$ cat config.mk
export PLATFORM = sky130hd
export DESIGN_NAME = weight_feeder
export DESIGN_NICKNAME = d
export VERILOG_FILES = /design/src/rtl/weight_feeder.sv
export SDC_FILE = /design/constraint.sdc
export NUM_CORES = 1
export LEC_CHECK = 0
export CAP_MARGIN = 15
export CORE_ASPECT_RATIO = 0.6
export CORE_MARGIN = 3
export CORE_UTILIZATION = 51
export CTS_BUF_LIST = sky130_fd_sc_hd__clkbuf_8
export DETAILED_ROUTE_END_ITERATION = 8
export GPL_ROUTABILITY_DRIVEN = 0
export GPL_TIMING_DRIVEN = 0
export PLACE_DENSITY = 0.9
export SLEW_MARGIN = 20
export SYNTH_ARGS = -nofsm -noshare
export SYNTH_HDL_FRONTEND = slang
export SYNTH_SLANG_ARGS = --single-unit
$ cat constraint.sdc
create_clock -name i_clk -period 2 [get_ports i_clk]
set_input_delay 0.4 -clock i_clk [delete_from_list [all_inputs] [get_ports i_clk]]
set_output_delay 0.4 -clock i_clk [all_outputs]
set_load 0.02 [all_outputs]
$ cat src/rtl/weight_feeder.sv
// weight_feeder: unpacks 32-bit weight words into pixels for weight_fifo
// and replays each channel. Optional tlast check: WEIGHT_FEEDER_TLAST_CHECK_EN.
module weight_feeder #(
    parameter int PIX_WIDTH      = 8,
    parameter int SIZE_OF_WEIGHT = 5,
    parameter int N_OF_PIXELS    = SIZE_OF_WEIGHT * SIZE_OF_WEIGHT,
    parameter int BUS_WIDTH      = 32,
    parameter int LANES          = BUS_WIDTH / PIX_WIDTH
) (
    input  logic                 i_clk,
    input  logic                 i_rst_n,
    input  logic                 i_start,
    input  logic [15:0]          i_num_channels,
    input  logic [7:0]           i_loop_count,
    input  logic [BUS_WIDTH-1:0] s_tdata,
    input  logic                 s_tvalid,
    output logic                 s_tready,
    input  logic                 s_tlast,
    output logic                 o_wr_en,
    output logic [PIX_WIDTH-1:0] o_data,
    output logic                 o_rd_en,
    output logic                 o_loop_back,
    output logic                 o_flush,
    input  logic                 i_full,
    input  logic                 i_col_done,
    input  logic                 i_flush_fin,
    output logic                 o_busy,
    output logic                 o_done,
    output logic                 o_err
);
    localparam int PCNT_W = $clog2(N_OF_PIXELS);
    localparam int LANE_W = (LANES > 1) ? $clog2(LANES) : 1;
    localparam int CCNT_W = (SIZE_OF_WEIGHT > 1) ? $clog2(SIZE_OF_WEIGHT) : 1;
    localparam logic [PCNT_W-1:0] LAST_PIX  = PCNT_W'(N_OF_PIXELS - 1);
    localparam logic [LANE_W-1:0] LAST_LANE = LANE_W'(LANES - 1);
    localparam logic [CCNT_W-1:0] LAST_COL  = CCNT_W'(SIZE_OF_WEIGHT - 1);

    typedef enum logic [2:0] {
        S_IDLE,
        S_LOAD,
        S_RUN,
        S_FLUSH,
        S_WAIT_FLUSH,
        S_DONE
    } state_t;

    state_t               r_state;
    state_t               w_state_nx;
    logic [BUS_WIDTH-1:0] r_hold;
    logic                 r_hold_full;
    logic [LANE_W-1:0]    r_lane;
    logic [PCNT_W-1:0]    r_pix_cnt;
    logic [CCNT_W-1:0]    r_col_cnt;
    logic [7:0]           r_pass_cnt;
    logic [7:0]           r_loops;
    logic [15:0]          r_ch_cnt;
    logic [15:0]          r_num_ch;

    logic w_accept;
    logic w_start;
    logic w_wr;
    logic w_pix_last;
    logic w_col_last;
    logic w_more_pass;
    logic w_ch_last;
    logic w_loop_back_nx;
    logic w_flush_nx;
    logic w_done_nx;

    assign s_tready    = (r_state == S_LOAD) && !r_hold_full;
    assign w_accept    = s_tready && s_tvalid;
    assign w_start     = (r_state == S_IDLE) && i_start;
    assign w_wr        = (r_state == S_LOAD) && r_hold_full && !i_full;
    assign w_pix_last  = (r_pix_cnt == LAST_PIX);
    assign w_col_last  = (r_state == S_RUN) && i_col_done
                         && (r_col_cnt == LAST_COL);
    assign w_more_pass = ({1'b0, r_pass_cnt} + 9'd1) < {1'b0, r_loops};
    assign w_ch_last   = (r_ch_cnt + 16'd1) == r_num_ch;

    // State register
    always_ff @(posedge i_clk or negedge i_rst_n) begin
        if (!i_rst_n) begin
            r_state <= S_IDLE;
        end else begin
            r_state <= w_state_nx;
        end
    end

    // Next-state and next-cycle pulse outputs
    always_comb begin
        w_state_nx     = r_state;
        w_loop_back_nx = 1'b0;
        w_flush_nx     = 1'b0;
        w_done_nx      = 1'b0;
        unique case (r_state)
            S_IDLE: begin
                if (i_start) begin
                    w_state_nx = (i_num_channels == 16'd0) ? S_DONE : S_LOAD;
                end
            end
            S_LOAD: begin
                if (w_wr && w_pix_last) begin
                    w_state_nx = S_RUN;
                end
            end
            S_RUN: begin
                if (w_col_last) begin
                    if (w_more_pass) begin
                        w_loop_back_nx = 1'b1;
                    end else begin
                        w_state_nx = S_FLUSH;
                    end
                end
            end
            S_FLUSH: begin
                w_flush_nx = 1'b1;
                w_state_nx = S_WAIT_FLUSH;
            end
            S_WAIT_FLUSH: begin
                if (i_flush_fin) begin
                    w_state_nx = w_ch_last ? S_DONE : S_LOAD;
                end
            end
            S_DONE: begin
                w_done_nx  = 1'b1;
                w_state_nx = S_IDLE;
            end
            default: w_state_nx = S_IDLE;
        endcase
    end

    // Holding register, lane unpacking and channel/pass/column counters
    always_ff @(posedge i_clk or negedge i_rst_n) begin
        if (!i_rst_n) begin
            r_hold      <= '0;
            r_hold_full <= 1'b0;
            r_lane      <= '0;
            r_pix_cnt   <= '0;
            r_col_cnt   <= '0;
            r_pass_cnt  <= '0;
            r_loops     <= 8'd1;
            r_ch_cnt    <= '0;
            r_num_ch    <= '0;
        end else begin
            if (w_start) begin
                r_num_ch    <= i_num_channels;
                r_loops     <= (i_loop_count == 8'd0) ? 8'd1 : i_loop_count;
                r_ch_cnt    <= '0;
                r_pix_cnt   <= '0;
                r_pass_cnt  <= '0;
                r_col_cnt   <= '0;
                r_hold_full <= 1'b0;
            end
            if (w_accept) begin
                r_hold      <= s_tdata;
                r_hold_full <= 1'b1;
                r_lane      <= '0;
            end
            if (w_wr) begin
                r_hold    <= r_hold >> PIX_WIDTH;
                r_lane    <= r_lane + 1'b1;
                r_pix_cnt <= w_pix_last ? '0 : r_pix_cnt + 1'b1;
                // Spare lanes of a channel's final word are dropped here
                if (w_pix_last || (r_lane == LAST_LANE)) begin
                    r_hold_full <= 1'b0;
                end
            end
            if ((r_state == S_RUN) && i_col_done) begin
                if (r_col_cnt == LAST_COL) begin
                    r_col_cnt  <= '0;
                    r_pass_cnt <= r_pass_cnt + 8'd1;
                end else begin
                    r_col_cnt <= r_col_cnt + 1'b1;
                end
            end
            if ((r_state == S_WAIT_FLUSH) && i_flush_fin) begin
                r_ch_cnt   <= r_ch_cnt + 16'd1;
                r_pass_cnt <= '0;
                r_col_cnt  <= '0;
            end
        end
    end

    // Registered FIFO-side and status outputs
    always_ff @(posedge i_clk or negedge i_rst_n) begin
        if (!i_rst_n) begin
            o_wr_en     <= 1'b0;
            o_data      <= '0;
            o_rd_en     <= 1'b0;
            o_loop_back <= 1'b0;
            o_flush     <= 1'b0;
            o_busy      <= 1'b0;
            o_done      <= 1'b0;
        end else begin
            o_wr_en     <= w_wr;
            if (w_wr) begin
                o_data <= r_hold[PIX_WIDTH-1:0];
            end
            o_rd_en     <= (r_state == S_RUN);
            o_loop_back <= w_loop_back_nx;
            o_flush     <= w_flush_nx;
            o_busy      <= (w_state_nx != S_IDLE);
            o_done      <= w_done_nx;
        end
    end

`ifdef WEIGHT_FEEDER_TLAST_CHECK_EN
    logic w_last_word;
    assign w_last_word = (int'(r_pix_cnt) + LANES) >= N_OF_PIXELS;

    // Sticky flag for tlast not matching the channel's final word
    always_ff @(posedge i_clk or negedge i_rst_n) begin
        if (!i_rst_n) begin
            o_err <= 1'b0;
        end else if (w_start) begin
            o_err <= 1'b0;
        end else if (w_accept && (s_tlast != w_last_word)) begin
            o_err <= 1'b1;
        end
    end
`else
    logic w_unused_tlast;
    assign w_unused_tlast = s_tlast;
    assign o_err          = 1'b0;
`endif

endmodule

==> summary.md, run 1 <==
| Metric | Value |
|---|---|
| Cell total after placement | `810` |
| GR Layer Usage met1 | `36.3%` |
| Number of standard cells in the layout, taps in and fillers out | `847` |
| Leakage dissipation | `3.25 nW` |
| Fmax | `0.450 GHz` |
| Floorplan row count | `28` |
| Pwr per Cell Area | `945 nW/um^2` |
| Number of diodes | `0` |
| Post-route minimum period | `2220 ps` |
| Detail-routed net length per standard cell | `18.0 um` |
| Violations in the final reports | `setup timing` |
| Global routing met3 resource utilization | `6.25%` |
| Status | `complete, but fails checks` |
| I/O pins | `80` |
| TritonCTS clock tree | `yes` |
| Flip-flop and latch count after synthesis | `108` |
| Die area | `11800 sq um` |
| Antenna violations before repair | `0` |
| # H-tree levels | `3` |
| Setup repair after global routing missed its margin | `true` |
| Layout cells sized above 1 | `14.5%` |
| Number of buffers added by the clock tree synthesis step | `9` |
| Sequential share of power | `48.3%` |
| Mapped Nets | `675` |
| Layout Area Growth over Synthesis | `28.7%` |
| Type of origin of the critical path | `flip-flop` |
| Input/output buffers | `77` |
| DRC violation count after routing | `0` |
| Max-cap violations | `0` |
| Comb power frac | `30.8%` |
| Fin worst setup slack | `-224 ps` |
| Clock input transition at the sequential cells of the worst setup and hold paths | `120 ps` |
| Half-perimeter wire length of the detailed placement result | `10500 um` |
| Maximum count of clock buffers along a single path | `2` |
| Via count of the first global-routing pass | `4983` |
| Vertical die dimension | `85.5 um` |
| Hold slack final | `427 ps` |
| Clock Tree Root | `sky130_fd_sc_hd__clkbuf_8` |
| Global-route wire length before repair | `24800 um` |
| Yosys Warn Count | `0` |
| Final hold viol count | `0` |
| Share of total power in the clock network | `20.9%` |
| Number of enable flip-flop cells after synthesis | `0` |
| Total Wirelength | `15200 um` |
| Most Crowded Layer GR | `met2` |
| Total track usage | `25.9%` |
| Data arrival time of the critical path | `2530 ps` |
| Pint | `4.14 mW` |
| Area used by sequential logic in the layout | `2710 sq um` |
| CP Max Fanout | `5` |
| Capturing element type of the critical path | `flip-flop` |
| Netlist area before placement | `5370 sq um` |
| Final setup fails | `5` |
| Fillcell total | `675` |
| Actual slew at the worst max-slew pin | `528 ps` |
| Commonest non-fill, non-tap cell in the layout | `sky130_fd_sc_hd__nand2_1` |
| Starting Density | `53.4%` |
| Share of async-settable or async-resettable flops after synthesis | `100%` |
| Vias per std cell | `5.96` |
| Min-Delay Path Class | `input pin to asynchronous set/reset pin` |
| Sw frac | `36.6%` |
| Final period util | `111%` |
| TritonCTS sink count | `108` |
| Most used flip-flop cell after synthesis | `sky130_fd_sc_hd__dfrtp_1` |
| Area used by multi-input combinational logic | `2610 sq um` |
| Data required, critical path | `2310 ps` |
| Maximum resistive drop on vdd | `0.000631 V` |
| GR Overflow Total | `0` |
| Via Count | `5045` |
| Skew-Pair Late Insertion Delay | `390 ps` |
| Die Wd | `138 um` |
| Critical path class | `flip-flop to flip-flop` |
| Highest-count cells in the layout ignoring fill and taps | `177 x sky130_fd_sc_hd__nand2_1, 104 x sky130_fd_sc_hd__dfrtp_1, 75 x sky130_fd_sc_hd__clkdlybuf4s50_1, 41 x sky130_fd_sc_hd__o21ai_0, 24 x sky130_fd_sc_hd__a22oi_1` |
| Final total power | `6.53 mW` |
| Post-synth cell types | `57` |
| Share of the yosys chip area belonging to registers | `50.4%` |
| Avg Synthesized Cell Area | `8.99 sq um` |
| DRC marker count from the first detailed-route iteration | `593` |
| Largest net degree at the start of global routing | `86` |
| Clock Skews | `13.2 ps` |
| Relative slew margins | `64.8%` |
| Nets@finish | `785` |
| Core Region | `10100 sq um` |
| Routing usage on met2 | `40.6%` |
| Final count of pins violating max slew | `0` |
| Number of antenna-violating nets in the routed design | `0` |
| Detailed-routing iteration count for the pre-antenna-repair pass | `6` |
| Number of standard cells after synthesis | `597` |
| Switching component of the power | `2.39 mW` |
-- cells by family after synthesis --
kind of cell	Yosys count	share of synthesized area, %
AOI/OAI and AO/OA	120	13.6
DFF	108	50.4
muxes	5	0.956
xor gates and xnor gates	28	4.57
and+or+nand+nor	274	23.1
other	1	0.0699
adders and majority gates	14	3.26
buffers and inverters	47	4.03
-- what timing repair did --
action                                 CTS  global route
gates cloned                             0             2
hold buffers                             1             0
gates resized for setup                 44            30
pin swaps                               15             3
setup buffers                           19             4
endpoints found under the hold margin   23             0
setup endpoints to repair               38            80
-- stage by stage --
stage	setup TNS, ps	utilization [%]	setup slack [ps]	instance area, sq um
2_1_floorplan	0	-	5.37	5380
3_3_place_gp	-371290	62.8	-3390	6320
3_5_place_dp	-10880	63.1	-360	6350
4_1_cts	-180	68.0	-79.1	6840
5_1_grt	-795	68.7	-291	6910
6_report	-433	68.7	-224	6910
-- path summary, 6_finish.rpt --
check                      cells after the start        start           end  slack (ps)
setup / recovery                               7  r_ch_cnt[1]    r_state[2]        -220
hold / removal                                 2      i_rst_n  r_num_ch[10]         430
setup reg to reg                               7  r_ch_cnt[1]    r_state[2]        -220
hold reg to reg                                2    r_hold[4]     o_data[4]         480
max in group asynchronous                      3      i_rst_n    r_loops[0]         850
min in group i_clk                             2    r_hold[4]     o_data[4]         480
-- power groups by stage --
| stage | Combinational [mW] | Clock [mW] | Sequential [mW] |
|---|---|---|---|
| after global routing | 2.25 | 1.46 | 3.21 |
| after CTS | 1.91 | 1.37 | 3.13 |
| final | 2.01 | 1.36 | 3.15 |
| after floorplan | 1.08 | 0 | 3.15 |
| after detailed placement | 1.82 | 0 | 3.18 |
| after global placement | 1.71 | 0 | 3.14 |
-- synth_stat cells, types with 5 or more instances --
cell type / instances / area [sq um]
sky130_fd_sc_hd__nand4_1: 8 / 50.1
sky130_fd_sc_hd__ha_1: 14 / 175
sky130_fd_sc_hd__buf_2: 11 / 55.1
sky130_fd_sc_hd__and3_1: 5 / 31.3
sky130_fd_sc_hd__nand2_1: 179 / 672
sky130_fd_sc_hd__dfrtp_1: 107 / 2680
sky130_fd_sc_hd__inv_1: 15 / 56.3
sky130_fd_sc_hd__o21ai_1: 10 / 50.1
sky130_fd_sc_hd__xor2_1: 19 / 166
sky130_fd_sc_hd__nor4_1: 6 / 37.5
sky130_fd_sc_hd__a21oi_1: 16 / 80.1
sky130_fd_sc_hd__nor2_1: 24 / 90.1
sky130_fd_sc_hd__nor3b_1: 5 / 37.5
sky130_fd_sc_hd__nand3_1: 21 / 105
sky130_fd_sc_hd__xnor2_1: 9 / 78.8
sky130_fd_sc_hd__a22oi_1: 24 / 180
sky130_fd_sc_hd__clkbuf_1: 15 / 56.3
sky130_fd_sc_hd__o21ai_0: 45 / 225
sky130_fd_sc_hd__nor3_1: 6 / 30.0
-- per-layer routing --
layer,vias to the layer above,share of wire [%]
li1,2250,-
met1,2488,43
met2,269,46
met3,38,8.3
met4,0,2.4
met5,-,0
-- area by class of cell --
cell class | instances | share of cell area, %
inverters | 16 | 0.978
clock inverters | 7 | 1.10
multi-input cells | 442 | 37.7
repair buffers | 100 | 14.0
clock buffers | 9 | 1.79
plain buffers | 30 | 2.77
flip-flops and latches | 108 | 39.2
well taps | 135 | 2.44
-- worst max-delay path: stages (launching register included) --
cell                       delay, ps
sky130_fd_sc_hd__dfrtp_1         410
sky130_fd_sc_hd__ha_4            170
sky130_fd_sc_hd__nand4_1         240
sky130_fd_sc_hd__nor3_2          320
sky130_fd_sc_hd__xnor2_1         200
sky130_fd_sc_hd__nand4_1         200
sky130_fd_sc_hd__or4_1           440
sky130_fd_sc_hd__o21bai_1        160
-- flip-flops by register name, summed over array words and instances, names as in the netlist, 2 cells and up --
register,cells
o_data,8
r_ch_cnt,16
r_col_cnt,3
r_hold,32
r_lane,2
r_loops,8
r_num_ch,16
r_pass_cnt,8
r_pix_cnt,5
r_state,3
No activity file was read; power rests on OpenSTA's default activity.
==> run 2: changes to the inputs <==
Settings changed: CORE_ASPECT_RATIO 0.6 to 1.75.
==> run 2 against run 1 <==
Total power about the same. Register-to-register slack better by 30 ps. The flow still finishes with violations (setup timing). Routed wire length down 4.0%. First-iteration DRC count down 31%. Critical path depth unchanged. Sequential share of layout area about the same. Worst hold slack better by 21 ps.
==> summary.md, run 2 (synthesized netlist as in run 1, its figures left out) <==
| Metric | Value |
|---|---|
| Clock Skews | `10.5 ps` |
| Setup repair after global routing missed its margin | `true` |
| Detailed-routing iteration count for the pre-antenna-repair pass | `6` |
| Data arrival time of the critical path | `2500 ps` |
| Data required, critical path | `2310 ps` |
| Commonest non-fill, non-tap cell in the layout | `sky130_fd_sc_hd__nand2_1` |
| Critical path class | `flip-flop to flip-flop` |
| Layout cells sized above 1 | `14.4%` |
| Leakage dissipation | `3.27 nW` |
| Pwr per Cell Area | `944 nW/um^2` |
| Floorplan row count | `48` |
| Layout Area Growth over Synthesis | `28.8%` |
| Largest register FFs | `32` |
| Via count of the first global-routing pass | `4968` |
| Sw frac | `36.4%` |
| GR Overflow Total | `0` |
| Min-Delay Path Class | `input pin to asynchronous set/reset pin` |
| Starting Density | `53.2%` |
| Via Count | `4971` |
| Number of diodes | `0` |
| Share of total power in the clock network | `20.7%` |
| Fmax | `0.456 GHz` |
| CP Max Fanout | `8` |
| Nets@finish | `782` |
| Final total power | `6.52 mW` |
| Violations in the final reports | `setup timing` |
| Die area | `11800 sq um` |
| Fin worst setup slack | `-191 ps` |
| Antenna violations before repair | `0` |
| Pint | `4.15 mW` |
| Half-perimeter wire length of the detailed placement result | `10200 um` |
| DRC marker count from the first detailed-route iteration | `410` |
| Type of origin of the critical path | `flip-flop` |
| Skew-Pair Late Insertion Delay | `390 ps` |
| Largest registers in the final layout | `r_hold (32), r_ch_cnt (16), r_num_ch (16)` |
| Final hold viol count | `0` |
| Clock input transition at the sequential cells of the worst setup and hold paths | `110 ps` |
| Actual slew at the worst max-slew pin | `542 ps` |
| Switching component of the power | `2.38 mW` |
| Maximum resistive drop on vdd | `0.000665 V` |
| Hold slack final | `447 ps` |
| # H-tree levels | `3` |
| Clock Tree Root | `sky130_fd_sc_hd__clkbuf_8` |
| Sequential share of power | `48.4%` |
| Max-cap violations | `0` |
| TritonCTS clock tree | `yes` |
| Global-route wire length before repair | `23000 um` |
| TritonCTS sink count | `108` |
| Die Wd | `83.5 um` |
| DRC violation count after routing | `0` |
| Number of buffers added by the clock tree synthesis step | `9` |
| Core Region | `10100 sq um` |
| Input/output buffers | `77` |
| Total track usage | `24.2%` |
| Final count of pins violating max slew | `0` |
| Fillcell total | `750` |
| Largest net degree at the start of global routing | `76` |
| Capturing element type of the critical path | `flip-flop` |
| I/O pins | `80` |
| Post-route minimum period | `2190 ps` |
| Status | `complete, but fails checks` |
| Relative slew margins | `63.8%` |
| Maximum count of clock buffers along a single path | `2` |
| Comb power frac | `30.9%` |
| Total Wirelength | `14600 um` |
| Vertical die dimension | `142 um` |
| Highest-count cells in the layout ignoring fill and taps | `175 x sky130_fd_sc_hd__nand2_1, 104 x sky130_fd_sc_hd__dfrtp_1, 75 x sky130_fd_sc_hd__clkdlybuf4s50_1, 42 x sky130_fd_sc_hd__o21ai_0, 24 x sky130_fd_sc_hd__a22oi_1` |
| Vias per std cell | `5.96` |
| Final period util | `110%` |
| Detail-routed net length per standard cell | `17.6 um` |
| Final setup fails | `3` |
| Number of antenna-violating nets in the routed design | `0` |
| Largest register by flop count | `r_hold` |
==> run 2: per-stage QoR <==
step           instances  TNS, ps  util, %  instance area (sq um)  setup slack, ps
2_1_floorplan        597        0        -                   5380             5.37
3_3_place_gp         799  -371970     62.5                   6310            -3400
3_5_place_dp         800   -10700     62.8                   6330             -447
4_1_cts              827     -245     66.8                   6740            -91.1
5_1_grt              834     -794     68.5                   6910             -224
6_report             834     -399     68.5                   6910             -191
==> run 2: critical path: stages (launching register included) <==
cell and delay, ps:
sky130_fd_sc_hd__dfrtp_1 430, sky130_fd_sc_hd__buf_4 160, sky130_fd_sc_hd__nand3_2 270, sky130_fd_sc_hd__xor2_2 250, sky130_fd_sc_hd__xor2_1 170, sky130_fd_sc_hd__nand4_1 190, sky130_fd_sc_hd__or4_4 470, sky130_fd_sc_hd__o21bai_1 180
==> run 2: layout make-up <==
cell class                 count  area, sq um  share of cell area (%)
clock buffer                   9          124                    1.79
inverter                      16         65.1                   0.941
timing repair buffer          96          936                    13.5
sequential                   108         2710                    39.2
multi-input combinational    442         2640                    38.2
clock inverter                 7         78.8                    1.14
buffer                        31          203                    2.93
tap                          125          156                    2.26
==> run 2: repair_timing <==
action                     in CTS  in global routing
setup buffers                  10                  5
cloned                          0                  2
hold endpoints to repair       32                  0
setup endpoints to repair      30                 66
hold buffers                    1                  0
gates resized for setup        35                 46
pin swaps                      15                 10
==> run 2: per-layer routing <==
| layer | share of wire (%) | vias to the layer above | GRT usage, % |
|---|---|---|---|
| li1 | - | 2251 | - |
| met5 | 0 | - | 0 |
| met1 | 34 | 2400 | 25.0 |
| met4 | 4.9 | 0 | 15.1 |
| met2 | 56 | 251 | 44.9 |
| met3 | 5.7 | 69 | 4.07 |
==> run 2: power by group through the flow <==
stage | logic (mW) | clock network, mW | registers (mW)
floorplan | 1.08 | 0 | 3.15
global placement | 1.72 | 0 | 3.14
detailed placement | 1.83 | 0 | 3.17
CTS | 1.91 | 1.36 | 3.14
global route | 2.24 | 1.46 | 3.22
finish | 2.02 | 1.35 | 3.16
==> run 2: worst paths after layout <==
path	startpoint	endpoint	slack, ps	depth (start not counted)
setup / recovery	r_ch_cnt[1]	r_state[2]	-190	7
hold / removal	i_rst_n	r_ch_cnt[10]	450	2
setup reg to reg	r_ch_cnt[1]	r_state[2]	-190	7
hold reg to reg	r_hold[7]	o_data[7]	480	2
max in group asynchronous	i_rst_n	r_state[0]	850	3
min in group i_clk	r_hold[7]	o_data[7]	480	2
